### config.mk
export PLATFORM = sky130hd
export DESIGN_NAME = spi_slave_flat
export DESIGN_NICKNAME = d
export VERILOG_FILES = /design/src/rtl/spi_pkg.sv /design/src/rtl/spi_slave_if.sv /design/src/rtl/spi_sync.sv /design/src/rtl/spi_slave.sv /design/src/flat_wrapper.sv
export SDC_FILE = /design/constraint.sdc
export NUM_CORES = 1
export LEC_CHECK = 0
export CORE_ASPECT_RATIO = 0.6
export CORE_UTILIZATION = 43
export DETAILED_ROUTE_END_ITERATION = 16
export GPL_TIMING_DRIVEN = 0
export PLACE_DENSITY_LB_ADDON = 0.25
export RECOVER_POWER = 25
export SLEW_MARGIN = 10
export SYNTH_ARGS = -nofsm -noshare
export SYNTH_HDL_FRONTEND = slang
export SYNTH_HIERARCHICAL = 1
export SYNTH_SLANG_ARGS = --single-unit
### constraint.sdc
create_clock -name sys_clk -period 2.6 [get_ports sys_clk]
set_clock_uncertainty 0.05 [all_clocks]
set_input_delay 0.39 -clock sys_clk [delete_from_list [all_inputs] [get_ports sys_clk]]
set_output_delay 0.39 -clock sys_clk [all_outputs]
set_load 0.1 [all_outputs]
### src/rtl/spi_pkg.sv
// Shared constants and FSM state type for the SPI responder.
// No logic; imported by the interface and the top.
package spi_pkg;
    localparam int SPI_DATA_W      = 8;
    localparam int SPI_SYNC_STAGES = 2;

    typedef enum logic {
        ST_IDLE   = 1'b0,
        ST_ACTIVE = 1'b1
    } spi_state_t;
endpackage

### src/rtl/spi_slave_if.sv
// SPI pin bundle plus the parallel tx/rx word ports of the responder.
// slave is the responder's view; master is the driving side (pins out, words in).
interface spi_slave_if #(parameter int DATA_W = spi_pkg::SPI_DATA_W);
    import spi_pkg::*;

    logic              SCLK;
    logic              CS;
    logic              MOSI;
    logic              MISO;
    logic              MISO_OE;
    logic [DATA_W-1:0] tx_data;
    logic              tx_valid;
    logic              tx_ready;
    logic [DATA_W-1:0] rx_data;
    logic              rx_valid;
    logic              tx_underrun;
    logic              busy;

    modport slave (
        input  SCLK, CS, MOSI, tx_data, tx_valid,
        output MISO, MISO_OE, tx_ready, rx_data, rx_valid, tx_underrun, busy
    );

    modport master (
        output SCLK, CS, MOSI, tx_data, tx_valid,
        input  MISO, MISO_OE, tx_ready, rx_data, rx_valid, tx_underrun, busy
    );
endinterface

### src/rtl/spi_sync.sv
// Multi-flop synchronizer for one asynchronous pin; latency SYNC_STAGES cycles.
// No backpressure; the reset value is chosen per pin by the instantiating block.
module spi_sync #(
    parameter int   SYNC_STAGES = 2,
    parameter logic RST_VAL     = 1'b0
) (
    input  logic clk,
    input  logic rst_n,
    input  logic i_d,
    output logic o_q
);
    logic [SYNC_STAGES-1:0] r_chain;

    always_ff @(posedge clk or negedge rst_n) begin
        if (!rst_n) begin
            r_chain <= {SYNC_STAGES{RST_VAL}};
        end else begin
            r_chain <= {r_chain[SYNC_STAGES-2:0], i_d};
        end
    end

    assign o_q = r_chain[SYNC_STAGES-1];
endmodule

### src/rtl/spi_slave.sv
// SPI mode-0 responder: oversampled pins, pin-to-output latency SYNC_STAGES+1 cycles.
// tx side holds one word (tx_ready = empty); an empty holder at a word boundary sends zeros and pulses tx_underrun.
module spi_slave import spi_pkg::*; #(
    parameter int DATA_W      = SPI_DATA_W,
    parameter int SYNC_STAGES = SPI_SYNC_STAGES
) (
    input  logic      sys_clk,
    input  logic      sys_rst_n,
    spi_slave_if.slave bus
);
    localparam int CNT_W = $clog2(DATA_W);

    logic w_sclk_s, w_cs_s, w_mosi_s;
    logic r_sclk_d, r_cs_d;
    logic w_sclk_rise, w_sclk_fall, w_cs_fall, w_cs_rise;

    spi_state_t r_state, w_state_nxt;

    logic [CNT_W-1:0]  r_cnt;
    logic [DATA_W-2:0] r_shift_in;
    logic [DATA_W-1:0] r_shift_out;
    logic [DATA_W-1:0] r_hold;
    logic              r_hold_full;
    logic [DATA_W-1:0] r_rx_data;
    logic              r_rx_valid;
    logic              r_underrun;
    logic              r_miso;
    logic              r_oe;
    logic              w_reload;
    logic              w_tx_wr;

    spi_sync #(.SYNC_STAGES(SYNC_STAGES), .RST_VAL(1'b0)) u_sync_sclk (
        .clk(sys_clk), .rst_n(sys_rst_n), .i_d(bus.SCLK), .o_q(w_sclk_s));
    // CS resets to 0 so a CS already low at reset release never looks like a fresh fall.
    spi_sync #(.SYNC_STAGES(SYNC_STAGES), .RST_VAL(1'b0)) u_sync_cs (
        .clk(sys_clk), .rst_n(sys_rst_n), .i_d(bus.CS), .o_q(w_cs_s));
    spi_sync #(.SYNC_STAGES(SYNC_STAGES), .RST_VAL(1'b0)) u_sync_mosi (
        .clk(sys_clk), .rst_n(sys_rst_n), .i_d(bus.MOSI), .o_q(w_mosi_s));

    assign w_sclk_rise =  w_sclk_s & ~r_sclk_d;
    assign w_sclk_fall = ~w_sclk_s &  r_sclk_d;
    assign w_cs_fall   = ~w_cs_s   &  r_cs_d;
    assign w_cs_rise   =  w_cs_s   & ~r_cs_d;

    always_ff @(posedge sys_clk or negedge sys_rst_n) begin
        if (!sys_rst_n) begin
            r_sclk_d <= 1'b0;
            r_cs_d   <= 1'b0;
            r_state  <= ST_IDLE;
        end else begin
            r_sclk_d <= w_sclk_s;
            r_cs_d   <= w_cs_s;
            r_state  <= w_state_nxt;
        end
    end

    always_comb begin
        w_state_nxt = r_state;
        w_reload    = 1'b0;
        case (r_state)
            ST_IDLE: begin
                if (w_cs_fall) begin
                    w_state_nxt = ST_ACTIVE;
                    w_reload    = 1'b1;
                end
            end
            ST_ACTIVE: begin
                if (w_cs_rise) begin
                    w_state_nxt = ST_IDLE;
                end else if (w_sclk_fall && (r_cnt == '0)) begin
                    w_reload = 1'b1;
                end
            end
            default: w_state_nxt = ST_IDLE;
        endcase
    end

    assign w_tx_wr = bus.tx_valid && !r_hold_full;

    always_ff @(posedge sys_clk or negedge sys_rst_n) begin
        if (!sys_rst_n) begin
            r_cnt       <= '0;
            r_shift_in  <= '0;
            r_shift_out <= '0;
            r_hold      <= '0;
            r_hold_full <= 1'b0;
            r_rx_data   <= '0;
            r_rx_valid  <= 1'b0;
            r_underrun  <= 1'b0;
            r_miso      <= 1'b0;
            r_oe        <= 1'b0;
        end else begin
            r_rx_valid <= 1'b0;
            r_underrun <= 1'b0;

            if (w_tx_wr) begin
                r_hold      <= bus.tx_data;
                r_hold_full <= 1'b1;
            end

            // A write can only land while the holder is empty, so a reload never races it.
            if (w_reload) begin
                if (r_hold_full) begin
                    r_shift_out <= r_hold;
                    r_miso      <= r_hold[DATA_W-1];
                    r_hold_full <= 1'b0;
                end else begin
                    r_shift_out <= '0;
                    r_miso      <= 1'b0;
                    r_underrun  <= 1'b1;
                end
            end

            if (r_state == ST_IDLE) begin
                if (w_cs_fall) begin
                    r_cnt <= '0;
                    r_oe  <= 1'b1;
                end
            end else if (w_cs_rise) begin
                r_cnt  <= '0;
                r_oe   <= 1'b0;
                r_miso <= 1'b0;
            end else begin
                if (w_sclk_rise) begin
                    r_shift_in <= {r_shift_in[DATA_W-3:0], w_mosi_s};
                    if (r_cnt == CNT_W'(DATA_W-1)) begin
                        r_cnt      <= '0;
                        r_rx_data  <= {r_shift_in, w_mosi_s};
                        r_rx_valid <= 1'b1;
                    end else begin
                        r_cnt <= r_cnt + CNT_W'(1);
                    end
                end
                if (w_sclk_fall && (r_cnt != '0)) begin
                    r_shift_out <= r_shift_out << 1;
                    r_miso      <= r_shift_out[DATA_W-2];
                end
            end
        end
    end

    assign bus.MISO        = r_miso;
    assign bus.MISO_OE     = r_oe;
    assign bus.tx_ready    = ~r_hold_full;
    assign bus.rx_data     = r_rx_data;
    assign bus.rx_valid    = r_rx_valid;
    assign bus.tx_underrun = r_underrun;
    assign bus.busy        = (r_state == ST_ACTIVE);
endmodule
### src/flat_wrapper.sv
// flat-port wrapper written by rule: the top's interface ports become plain ports
module spi_slave_flat import spi_pkg::*;
#(
    parameter int DATA_W      = SPI_DATA_W,
    parameter int SYNC_STAGES = SPI_SYNC_STAGES
)
  (sys_clk, sys_rst_n, bus_SCLK, bus_CS, bus_MOSI, bus_tx_data, bus_tx_valid, bus_MISO, bus_MISO_OE, bus_tx_ready, bus_rx_data, bus_rx_valid, bus_tx_underrun, bus_busy);
  spi_slave_if #(.DATA_W(DATA_W)) bus_i ();
  input  logic sys_clk;
  input  logic sys_rst_n;
  input wire logic [$bits(bus_i.SCLK)-1:0] bus_SCLK;
  input wire logic [$bits(bus_i.CS)-1:0] bus_CS;
  input wire logic [$bits(bus_i.MOSI)-1:0] bus_MOSI;
  input wire logic [$bits(bus_i.tx_data)-1:0] bus_tx_data;
  input wire logic [$bits(bus_i.tx_valid)-1:0] bus_tx_valid;
  output wire logic [$bits(bus_i.MISO)-1:0] bus_MISO;
  output wire logic [$bits(bus_i.MISO_OE)-1:0] bus_MISO_OE;
  output wire logic [$bits(bus_i.tx_ready)-1:0] bus_tx_ready;
  output wire logic [$bits(bus_i.rx_data)-1:0] bus_rx_data;
  output wire logic [$bits(bus_i.rx_valid)-1:0] bus_rx_valid;
  output wire logic [$bits(bus_i.tx_underrun)-1:0] bus_tx_underrun;
  output wire logic [$bits(bus_i.busy)-1:0] bus_busy;
  assign bus_i.SCLK = bus_SCLK;
  assign bus_i.CS = bus_CS;
  assign bus_i.MOSI = bus_MOSI;
  assign bus_i.tx_data = bus_tx_data;
  assign bus_i.tx_valid = bus_tx_valid;
  assign bus_MISO = bus_i.MISO;
  assign bus_MISO_OE = bus_i.MISO_OE;
  assign bus_tx_ready = bus_i.tx_ready;
  assign bus_rx_data = bus_i.rx_data;
  assign bus_rx_valid = bus_i.rx_valid;
  assign bus_tx_underrun = bus_i.tx_underrun;
  assign bus_busy = bus_i.busy;
  spi_slave #(.DATA_W(DATA_W), .SYNC_STAGES(SYNC_STAGES)) u_core (.sys_clk(sys_clk), .sys_rst_n(sys_rst_n), .bus(bus_i));
endmodule
# Word level (Yosys, flattened, before mapping)
# Index checks and enable logic that the tools add are counted.
# word_totals
register_bits,48
output_inout_bits,14
in_bits,14
word_cells,75
# classes
n_eq_ne,3
mux,33
reduce_logical,11
addsub,1
n_bitwise,11
# ops
cell,n
$mux W8,5
$mux W1,21
$mux W3,5
$not A1 Y1,7
$and A1 B1 Y1,4
$pmux W1 S2,2
$reduce_and A2 Y1,2
$reduce_and A4 Y1,1
$add A3 B1 Y3 const B,1
$eq A3 B3 Y1 const B,1
$logic_and A1 B1 Y1,3
$logic_not A3 Y1,1
$ne A3 B1 Y1 const B,1
$reduce_and A3 Y1,1
$reduce_bool A3 Y1,1
$ne A2 B1 Y1 const B,1
$reduce_bool A2 Y1,1
$logic_not A1 Y1,1

# Depth between registers and ports, before layout
# logic_depth
word_depth,10
mapped_depth,7
ltp_nobuf,6

# Modules after synthesis
# The synthesis kept the hierarchy.
# by_module_without_submodules
module,instances,area_per_inst_um2,seq_area_each_um2,cells_per_inst
spi_slave,1,1809.2,1026.0,154
spi_sync,3,50.0,50.0,2

# Worst setup path after synthesis
# Ideal clock, no wire load.
# synth_timing
path_kind,reg-to-reg
start,"register u_core.r_state, in the netlist u_core/bus.busy"
end,"register u_core.r_rx_data[0], in the netlist u_core/bus.rx_data[0]"
setup_ns,0.125
period_less_slack_ns,2.049
stages_incl_launch_ff,5
setup_slack_ns,0.551
t_required_ns,2.425
path_buffers,1
t_arrival_ns,1.873
cell_sequence,dfrtp_1 and4_4 buf_8 nand2_8 mux2_4
# synth_between
elab_chain_cells,1
# synth_lines
element,line_no,text
"start, declared",spi_slave.sv:17,"spi_state_t r_state, w_state_nxt;"
"start signal, assigned",spi_slave.sv:53,r_state <= w_state_nxt;
$reduce_and A4 Y1 (no line),--,
"end signal, assigned",spi_slave.sv:128,"r_rx_data <= {r_shift_in, w_mosi_s};"
"end, declared",spi_slave.sv:24,logic [DATA_W-1:0] r_rx_data;
# No other way between the ends.
# A chain may end at the register's enable or synchronous reset.

# Worst setup path after layout
# layout_timing
start,"register u_core.r_state, in the netlist u_core/bus.busy"
end,output bus_busy
# layout_rtl
element,line_no,text
"end, declared",flat_wrapper.sv:22,output wire logic [$bits(bus_i.busy)-1:0] bus_busy;
# No word-level cell between the ends.

==> run metrics <==
Critical Path, Cell by Cell=clkdlybuf4s50_1; status=complete, no violations; total CTS buffers=5; Hold Vio Cnt, Final=0; Pwr Total=slightly above 2 mW; sequential area share after synthesis=roughly three fifths; most common cell after layout, fill and taps aside=dfrtp_1; Worst Tran Pin Value=about 1.0 ns; CTS clk-pin slew, worst paths=0.08 ns; WS Path Type=flip-flop to output pin; VDD IR max=0.393 mV; post-synth top area share=between 60% and 70%; clk_lat worst skew=0.30 ns; Power Dens Cells=854 nW/um2; Yosys cell types=31; chip width=89.1 um; port buffer count=27; fillers=about 380; post-DP HPWL=between 2000 and 3000 um; top cells by area, synth=dfrtp_1 (60%), mux2_4 (6.1%), mux2_2 (4.6%), nand2_1 (4.6%), o21ai_0 (2.8%); initial core utilization=between 40% and 50%; crit path DAT=approximately 1.9 ns; final WL=around 3600 um; height of the die=about 54 um; number of global-route vias before repair=around 1.3k; CTS root buf=clkbuf_8; multi-input logic area=approximately 720 um2; post-synth net total=~180; H-tree depth=2; initial drt markers=80; crit-path max FO=4; CP top delay family=buffers and inverters; Max-cap violations=0; ant diodes=0; Fmax=roughly 0.43 GHz; final setup fails=0; Ports=28; largest area contributor in the netlist=dfrtp_1; fin cells=around 260; largest net degree at the start of global routing=30; Worst Setup Start Kind=flip-flop; ys async rst share=100%; setup TNS=0 ns; leak pwr=around 1.1 nW; dpl cells=about 250; cells after synthesis=between 150 and 200; Worst Setup End Kind=output pin; Seq cells post-synth=between 40 and 50; CTS sink cnt=between 40 and 50; wire length per cell=about 14 um; Vias per Instance=5.11; predominant post-synthesis flop cell=dfrtp_1; Post-DRT Antenna Nets=0; Post-synth EDFFs=0; final net count=roughly 210; most frequent cells in the layout=dfrtp_1 (47), nand2_1 (24), clkdlybuf4s50_1 (22); Synth warnings=6; layout cells sized above 1=~16%; die area=between 4000 and 5000 um2; Syn Std Cell Area=approximately 2000 um2; Post-CTS Setup Repair Bufs=0; max-slew violations=0; Critical Path RT=around 2.2 ns; unrepaired setup endpoints after global routing=false; router iterations before antenna repair=4; core area=between 4000 and 5000 um2; Remaining Overflow, GRT=0; Hold Crit Class=flip-flop to flip-flop; Tmin final=2.35 ns; FF+latch area=about 1200 um2; first-pass GRT wire length=roughly 6000 um; DRC=0; initial antenna violation count=0; Mapped Avg Cell Area=12.2 um2; worst path bufs/invs=1; fin crit share=90.2%; Critical Path Max Stage Delay=between 1 and 1.5 ns; total vias in the final route=roughly 1.3k; Clock Tree Buf Depth=2; Rel. slew slack=30.2%; floorplan row count=18; synthesis-to-layout area growth=22.9%; slowest stage cell, crit path=clkdlybuf4s50_1; CTS tree=built; Final Wtd Congestion=0.711; GRT Overall Usage=around 18%
-- final cells by class --
type	count	area share [%]
clock buffer	7	3.17
sequential	47	48.8
tap	60	3.12
clock inverter	1	0.208
inverter	6	0.935
timing repair buffer	29	12.2
multi-input combinational	101	29.8
buffer	6	1.82
-- cells by family after synthesis --
kind of cell	count (synthesis)	share of synthesized area [%]
AOI/OAI and AO/OA	32	11.0
buffers and inverters	12	3.38
DFF	47	60.0
and+or+nand+nor	49	12.4
muxes	17	11.2
adders and majority gates	3	1.92
-- final timing paths --
check                                            startpoint                     endpoint  slack [ns]  cells past startpoint
min in group asynchronous                         sys_rst_n             u_core/r_hold[3]        0.75                      2
worst min register to register  u_core/u_sync_cs/r_chain[0]  u_core/u_sync_cs/r_chain[1]        0.31                      0
max in group asynchronous                         sys_rst_n              u_core/r_cnt[2]        1.07                      3
worst min-delay path            u_core/u_sync_cs/r_chain[0]  u_core/u_sync_cs/r_chain[1]        0.31                      0
worst max-delay path                        u_core/bus.busy                     bus_busy        0.25                      1
worst max register to register              u_core/r_cnt[0]        u_core/r_shift_out[1]        0.89                      6
-- power by group --
group | switching, mW | internal (mW)
clock | 0.232 | 0.189
sequential | 0.112 | 0.918
combinational | 0.387 | 0.220
-- per-stage QoR --
step           instance area (um2)  hold WS (ns)  setup slack (ns)  utilization [%]
6_report                      2410         0.310             0.254             56.9
5_1_grt                       2410         0.323             0.196             56.9
2_1_floorplan                 1960        0.0444             0.551                -
3_5_place_dp                  2320         0.286             0.327             54.8
3_3_place_gp                  2300         0.288            -0.131             54.4
4_1_cts                       2410         0.308             0.242             56.9
-- flip-flops by register name (all words and copies together), names as in the netlist --
| name | cells |
|---|---|
| u_core/r_hold_full | 1 |
| u_core/r_sclk_d | 1 |
| u_core/u_sync_cs/r_chain | 2 |
| u_core/r_hold | 8 |
| u_core/bus.MISO_OE | 1 |
| u_core/u_sync_mosi/r_chain | 2 |
| u_core/bus.busy | 1 |
| u_core/r_cs_d | 1 |
| u_core/u_sync_sclk/r_chain | 2 |
| u_core/r_cnt | 3 |
| u_core/r_shift_out | 7 |
| u_core/bus.rx_data | 8 |
| u_core/bus.rx_valid | 1 |
| u_core/r_shift_in | 7 |
| u_core/bus.tx_underrun | 1 |
| u_core/bus.MISO | 1 |
-- synthesized netlist by cell type (all sizes together), types with 2 or more instances --
master / count
nand3: 2
nor2b: 3
nand2b: 4
a41oi: 6
a21oi: 8
ha: 3
inv: 6
nand2: 25
o21ai: 12
nand4: 3
mux2: 16
buf: 4
clkbuf: 2
and4: 2
dfrtp: 47
a22o: 2
nor2: 9
-- what timing repair did --
action                     4_1_cts  5_1_grt
hold endpoints to repair        18        0
resized for setup                1        0
hold buffers                     1        0
setup endpoints to repair        1        0
-- per-layer routing --
layer  up-vias  routed length, um  global-route usage [%]  part of all wire, %
met2        23               1710                    28.9                   47
met3         8                122                    4.98                  3.4
met1       660               1740                    22.4                   48
met5         -                  0                       0                    0
met4         0                 57                    8.47                  1.6
li1        623                  -                       -                    -
(Power assumes the default switching activity.)
